**src/rtl/serial_word_collector_pkg.sv**
```systemverilog
// serial_word_collector_pkg: shared state encoding and default sizes for the serial word collector.
package serial_collector_pkg;
    typedef enum logic {COLLECT, PARITY} state_t;
    localparam int DEFAULT_WIDTH = 8;
    localparam int DEFAULT_CNT_W = 4;
endpackage

```
**src/rtl/serial_word_collector_bit_counter.sv**
```systemverilog
// collector_bit_counter: counts sampled bits, wraps after WIDTH-1 and flags the last bit of a word.
module collector_bit_counter #(
    parameter int WIDTH = 8,
    parameter int CNT_W = 4
) (
    input  logic             clk,
    input  logic             reset,
    input  logic             en,
    output logic [CNT_W-1:0] count,
    output logic             last_bit
);
    assign last_bit = count == CNT_W'(WIDTH - 1);
    always_ff @(posedge clk) begin
        if (reset) count <= '0;
        else if (en) count <= last_bit ? '0 : count + 1'b1;
    end
endmodule

```
**src/rtl/serial_word_collector.sv**
```systemverilog
// serial_word_collector: reassembles an LSB-first serial stream into words on a valid/ready port.
// Optional macro SERIAL_WORD_COLLECTOR_PARITY_EN appends an even-parity bit to each frame.
module serial_word_collector
    import serial_collector_pkg::*;
#(
    parameter int WIDTH = DEFAULT_WIDTH,
    parameter int CNT_W = DEFAULT_CNT_W
) (
    input  logic             clk,
    input  logic             reset,
    input  logic             ser_in,
    input  logic             ser_en,
    output logic [WIDTH-1:0] out_data,
    output logic             out_valid,
    input  logic             out_ready,
    output logic [CNT_W-1:0] bit_count,
    output logic             overrun
`ifdef SERIAL_WORD_COLLECTOR_PARITY_EN
    ,
    output logic             parity_err
`endif
);
    logic             last_bit, cnt_en, complete;
    logic [WIDTH-1:0] word;
`ifdef SERIAL_WORD_COLLECTOR_PARITY_EN
    state_t           state;
    logic [WIDTH-1:0] shift_reg;
    // The data word is fully shifted in before the parity cycle completes the frame.
    assign word     = shift_reg;
    assign cnt_en   = ser_en & (state == COLLECT);
    assign complete = ser_en & (state == PARITY);
`else
    // Only WIDTH-1 bits need storing: the final bit is taken straight from ser_in.
    logic [WIDTH-2:0] shift_reg;
    assign word     = {ser_in, shift_reg};
    assign cnt_en   = ser_en;
    assign complete = ser_en & last_bit;
`endif

    collector_bit_counter #(.WIDTH(WIDTH), .CNT_W(CNT_W)) u_cnt (
        .clk     (clk),
        .reset   (reset),
        .en      (cnt_en),
        .count   (bit_count),
        .last_bit(last_bit)
    );

    always_ff @(posedge clk) begin
        if (reset) begin
            shift_reg  <= '0;
            out_data   <= '0;
            out_valid  <= 1'b0;
            overrun    <= 1'b0;
`ifdef SERIAL_WORD_COLLECTOR_PARITY_EN
            state      <= COLLECT;
            parity_err <= 1'b0;
`endif
        end else begin
`ifdef SERIAL_WORD_COLLECTOR_PARITY_EN
            if (cnt_en) shift_reg <= {ser_in, shift_reg[WIDTH-1:1]};
            if (cnt_en && last_bit) state <= PARITY;
            else if (complete) state <= COLLECT;
`else
            if (ser_en) shift_reg <= word[WIDTH-1:1];
`endif
            if (complete && (!out_valid || out_ready)) begin
                out_data   <= word;
                out_valid  <= 1'b1;
`ifdef SERIAL_WORD_COLLECTOR_PARITY_EN
                parity_err <= ^{word, ser_in};
`endif
            end else if (complete) overrun <= 1'b1;
            else if (out_ready) out_valid <= 1'b0;
        end
    end
endmodule

```
**config.mk**
```make
export PLATFORM = sky130hd
export DESIGN_NAME = serial_word_collector
export DESIGN_NICKNAME = d
export VERILOG_FILES = /design/src/rtl/serial_word_collector_pkg.sv /design/src/rtl/serial_word_collector_bit_counter.sv /design/src/rtl/serial_word_collector.sv
export SDC_FILE = /design/constraint.sdc
export NUM_CORES = 1
export LEC_CHECK = 0
export BUFFER_PORTS_ARGS = -buffer_cell sky130_fd_sc_hd__buf_2
export CORE_ASPECT_RATIO = 0.9
export CORE_MARGIN = 4
export CORE_UTILIZATION = 49
export CTS_BUF_LIST = sky130_fd_sc_hd__clkbuf_16
export DETAILED_ROUTE_END_ITERATION = 12
export PLACE_DENSITY_LB_ADDON = 0.3
export REMOVE_ABC_BUFFERS = 1
export SLEW_MARGIN = 40
export SYNTH_ARGS = -nofsm -noshare
export SYNTH_HDL_FRONTEND = slang
export SYNTH_SLANG_ARGS = --single-unit
```
**constraint.sdc**
```tcl
create_clock -name clk -period 1.61 [get_ports clk]
set_input_delay 0.161 -clock clk [delete_from_list [all_inputs] [get_ports clk]]
set_output_delay 0.161 -clock clk [all_outputs]
set_load 0.02 [all_outputs]
```
---- Word-level counts from Yosys, hierarchy flattened ----
Index checks and enable logic that the tools add are counted.
word-level totals
  register bits after elaboration ......... 21
  input port bits ......................... 5
  output and inout bits ................... 14
  logic and storage cells ................. 20
operators by class
  add/sub/neg operators ................... 1
  eq/ne operators ......................... 2
  muxes and demuxes ....................... 4
  bitwise operators ....................... 2
  reduce and logical (&&, ||, !) cells .... 6
operators with widths
  cell                                                   number
  adder 4 x 1 -> 4 bit, second input constant            1
  == test 4 x 3 -> 1 bit, second input constant          1
  2-to-1 mux 4 bit                                       1
  AND reduction 2 bit                                    2
  2-to-1 mux 1 bit                                       3
  inequality test 2 x 1 -> 1 bit, second input constant  1
  nonzero test 2 bit                                     1
  bitwise AND 1 bit                                      1
  logical AND 1 bit                                      1
  zero test 1 bit                                        1
  logical OR 1 bit                                       1
  inverter 1 bit                                         1

---- Longest topological paths before layout ----
  depth in word-level cells ............... 5
  mapped depth ............................ 5
  gate-level depth less buffers ........... 4

---- Hierarchy ----
Synthesis repeated with hierarchy kept, for this count alone.
unflattened totals
  cell total of the unflattened synthesis .. 83
  area total of the unflattened synthesis .. 890.9 um^2
modules (own cells, without submodules)
  module                 times used  cells an instance  area an instance (um^2)  sequential area each (um^2)
  serial_word_collector  1           65                 696.9                    340.3
  collector_bit_counter  1           18                 193.9                    80.1

---- Worst setup path before layout ----
Ideal clock, no wire load.
  path kind ............................... flip-flop to flip-flop
  from .................................... reg u_cnt.count[0]
  to ...................................... reg out_data[0]
  setup time .............................. 132 ps
  arrival time ............................ 1188 ps
  required time ........................... 1478 ps
  slack ................................... 289 ps
  stages on the path, launching flop included .. 5
  buffers on the path ..................... 0
  period minus slack after synthesis ...... 1321 ps
  path through ............................ dfxtp_1 > ha_1 > nand4b_1 > o21ai_0 > a21oi_1
between the ends
  word-level cells in the longest chain between the ends .. 3
RTL lines
  item                    line                                     RTL
  from (decl)             serial_word_collector_bit_counter.sv:9   output logic [CNT_W-1:0] count,
  from (signal assigned)  serial_word_collector_bit_counter.sv:15  else if (en) count <= last_bit ? '0 : count + 1'b1;
  == test 4 x 3 -> 1 bit  serial_word_collector_bit_counter.sv:12  assign last_bit = count == CNT_W'(WIDTH - 1);
  bitwise AND 1 bit       serial_word_collector.sv:37              assign complete = ser_en & last_bit;
  logical AND 1 bit       serial_word_collector.sv:66              if (complete && (!out_valid || out_ready)) begin
  to (signal assigned)    serial_word_collector.sv:67              out_data <= word;
  to (decl)               serial_word_collector.sv:13              output logic [WIDTH-1:0] out_data,
Every way passes these cells.
A chain may end at the register's enable or synchronous reset.

---- Worst setup path in the final report ----
  from .................................... reg u_cnt.count[0]
  to ...................................... reg out_data[3]
The elaborated chain is that of the path after synthesis.

==> flow_summary.json <==
{
  "drt_wl_total_mm": 1.589,
  "setup_tns_ns": 0,
  "grt.total_usage_pct": 15.12,
  "cts_tree": "done",
  "syn-mean-instance-area_um2": 9.467,
  "clockPowerShare_pct": 46.5,
  "drc": 0,
  "grt.overflow.total": 0,
  "cts_root_buffer": "clkbuf_16",
  "grt_max_degree": 22,
  "cp_cell_sequence": "ha_1 > nand4b_1 > o21ai_0 > a21oi_1",
  "max-cap-violations": 0,
  "die_area_mm2": 0.002309,
  "drt_pass1_iterations": 5,
  "fmax_mhz": 703.3,
  "power.switching_uw": 220.2,
  "grt_pass1_vias": 554,
  "swShare_pct": 19.95,
  "wl_per_cell_um": 12.92,
  "cts_htree_levels": 1,
  "gp_congestion": 0.7541,
  "r2r_end": "out_data[3]",
  "synth_area_leaders": "dfxtp_1, mux2i_1, a21oi_1",
  "grt_pass1_wl_mm": 2.539,
  "power_frac_seq_pct": 48.6,
  "endpoint_kind": "register",
  "ir_drop_mv": 1.268,
  "fillers": 132,
  "viasPerCell": 5.341,
  "synth_cell_types": 19,
  "status": "finished clean",
  "placed_area_um2": 884.6,
  "cts_resized": 0,
  "largest_reg_flops": 8,
  "syn_to_final_growth_pct": 22.77,
  "diodes": 0,
  "crit_fanout": 9,
  "synth.cell_area_um2": 785.8,
  "min_to": "shift_reg[6]",
  "arrival_ns": 1.55,
  "hold_depth": 3,
  "path_clk_slew_ns": 0.06,
  "p_int_uw": 883.5,
  "final_area_um2": 964.7,
  "nets": 108,
  "core_mm2": 0.001480,
  "max_stage_delay_ns": 0.38,
  "comb_power_share_pct": 4.9,
  "setup_viol": 0,
  "synth.top_cell.area_share_pct": 53.50,
  "period_share_pct": 88.31,
  "leakagePower_nw": 0.4183,
  "ios": 19,
  "hp-class": "in2reg",
  "finalClockSkew_ns": 0.002713,
  "worstPathRequired_ns": 1.74,
  "synth.largest_area_cell": "dfxtp_1",
  "clk-insertion-delay-late_ns": 0.25,
  "start_kind": "register",
  "drive_gt1_share_pct": 22.77,
  "path_class": "reg2reg",
  "drtIter0Drc": 9,
  "netlist_instances": 83,
  "dp_hpwl_mm": 1.077,
  "tightest_slew_ns": 0.5107,
  "ys_ff_latch": 21,
  "yosys_warnings": 0,
  "hold_violations": 0,
  "slowest_stage": "dfxtp_1",
  "rrSetupSlack_ns": 0.19,
  "ant_nets": 0,
  "power.density_mw_per_mm2": 1144,
  "portBuffers": 18,
  "initial_utilization_pct": 53.09,
  "reg2reg_depth": 4,
  "max_slew_margin_pct": 65.88,
  "cts_buffer_depth": 2,
  "die_width_um": 50.21,
  "r2r-start": "u_cnt.count[0]",
  "rsz0062_at_grt": "no",
  "row_count": 13,
  "antenna_found_initial": 0,
  "vias": 657,
  "clock_sinks": 21,
  "cts_hold_buf": 0,
  "post_cts_buffers": 0,
  "min_from": "ser_in",
  "synth_seq_area_share_pct": 53.50,
  "period_needed_ns": 1.422,
  "slew_violations": 0,
  "die_height_um": 45.99,
  "cts_buffers": 3
}
==> Yosys cell counts <==
cell and count:
a21oi_1 11, and4b_1 1, buf_4 2, clkbuf_1 3
dfxtp_1 21, ha_1 1, mux2i_1 8, nand2_1 2
nand2b_1 1, nand3_1 8, nand4_1 1, nand4b_1 1
nor2_1 10, nor2b_1 1, nor3_1 1, o21ai_0 8
or3_1 1, xnor2_1 1, xor2_1 1
==> kinds of logic (layout without fill, tap and decap cells) <==
group	Yosys count	count (layout)	synth area share, %
AO/OA/AOI/OAI	19	19	12.10
XOR/XNOR	2	2	2.230
adder cells (fa/ha/maj)	1	1	1.592
buffers and inverters	5	23	3.343
flip-flops	21	21	53.50
multiplexers	8	8	10.19
AND/OR/NAND/NOR	27	27	17.04
==> layer usage <==
metal  vias up  share of wire [%]  global-route usage, %
met1       311                 46                  18.91
met5         -                  0                      0
met2        17                 46                  22.40
met3         2                7.8                  7.869
met4         0               0.38                  4.972
li1        327                  -                      -
==> power by group through the flow <==
stage	combinational, mW	sequential [mW]	clock, mW
finish	0.0538	0.537	0.513
global placement	0.0534	0.547	0
floorplan	0.0189	0.553	0
detailed placement	0.0539	0.548	0
CTS	0.0543	0.537	0.526
global route	0.0595	0.538	0.552
==> worst max-delay path: cells and delay by family (launching register included) <==
kind	cells	cell delay [ns]
flops	1	0.38
compound gates	2	0.38
simple gates	1	0.32
fa+ha+maj	1	0.22
==> final cells by class <==
class                   count  area [um^2]  share of cell area, %
multi-input cells          57        339.1                  35.15
clock inverters             1        5.005                 0.5188
well taps                  22        27.53                  2.853
flip-flops and latches     21        420.4                  43.58
clock buffers               3        75.07                  7.782
repair buffers             19        97.59                  10.12
==> placed cells by master (no fill, tap or decap), types with 2 or more instances in the layout <==
master and instances:
dfxtp_1 21, buf_2 18, a21oi_1 11, nor2_1 10
nand3_1 8, o21ai_0 8, mux2i_1 8, clkbuf_16 3
nand2_1 2
==> per-stage QoR <==
| stage | cells | power, mW | worst slack, ns | hold slack (ns) | utilization, % |
|---|---|---|---|---|---|
| 6_report | 123 | 1.104 | 0.1882 | 0.1709 | 65.17 |
| 5_1_grt | 123 | 1.149 | 0.04091 | 0.1937 | 65.17 |
| 4_1_cts | 123 | 1.117 | 0.1941 | 0.1664 | 65.17 |
| 3_5_place_dp | 119 | 0.6017 | 0.2021 | 0.4254 | 59.76 |
| 3_3_place_gp | 119 | 0.6006 | 0.3191 | 0.4192 | 59.76 |
| 2_1_floorplan | 78 | 0.5722 | 0.2806 | 0.2301 | - |
==> worst max path at each step <==
stage,start,endpoint,slack (ns),depth (start not counted)
2_1_floorplan,u_cnt.count[0],out_data[0],0.28,4
3_3_place_gp,u_cnt.count[0],out_data[7],0.32,4
3_5_place_dp,u_cnt.count[0],out_data[3],0.20,4
4_1_cts,u_cnt.count[0],out_data[3],0.19,4
5_1_grt,u_cnt.count[0],out_data[0],0.04,4
6_report,u_cnt.count[0],out_data[3],0.19,4
Note: power is estimated with default switching activity, not from simulation.
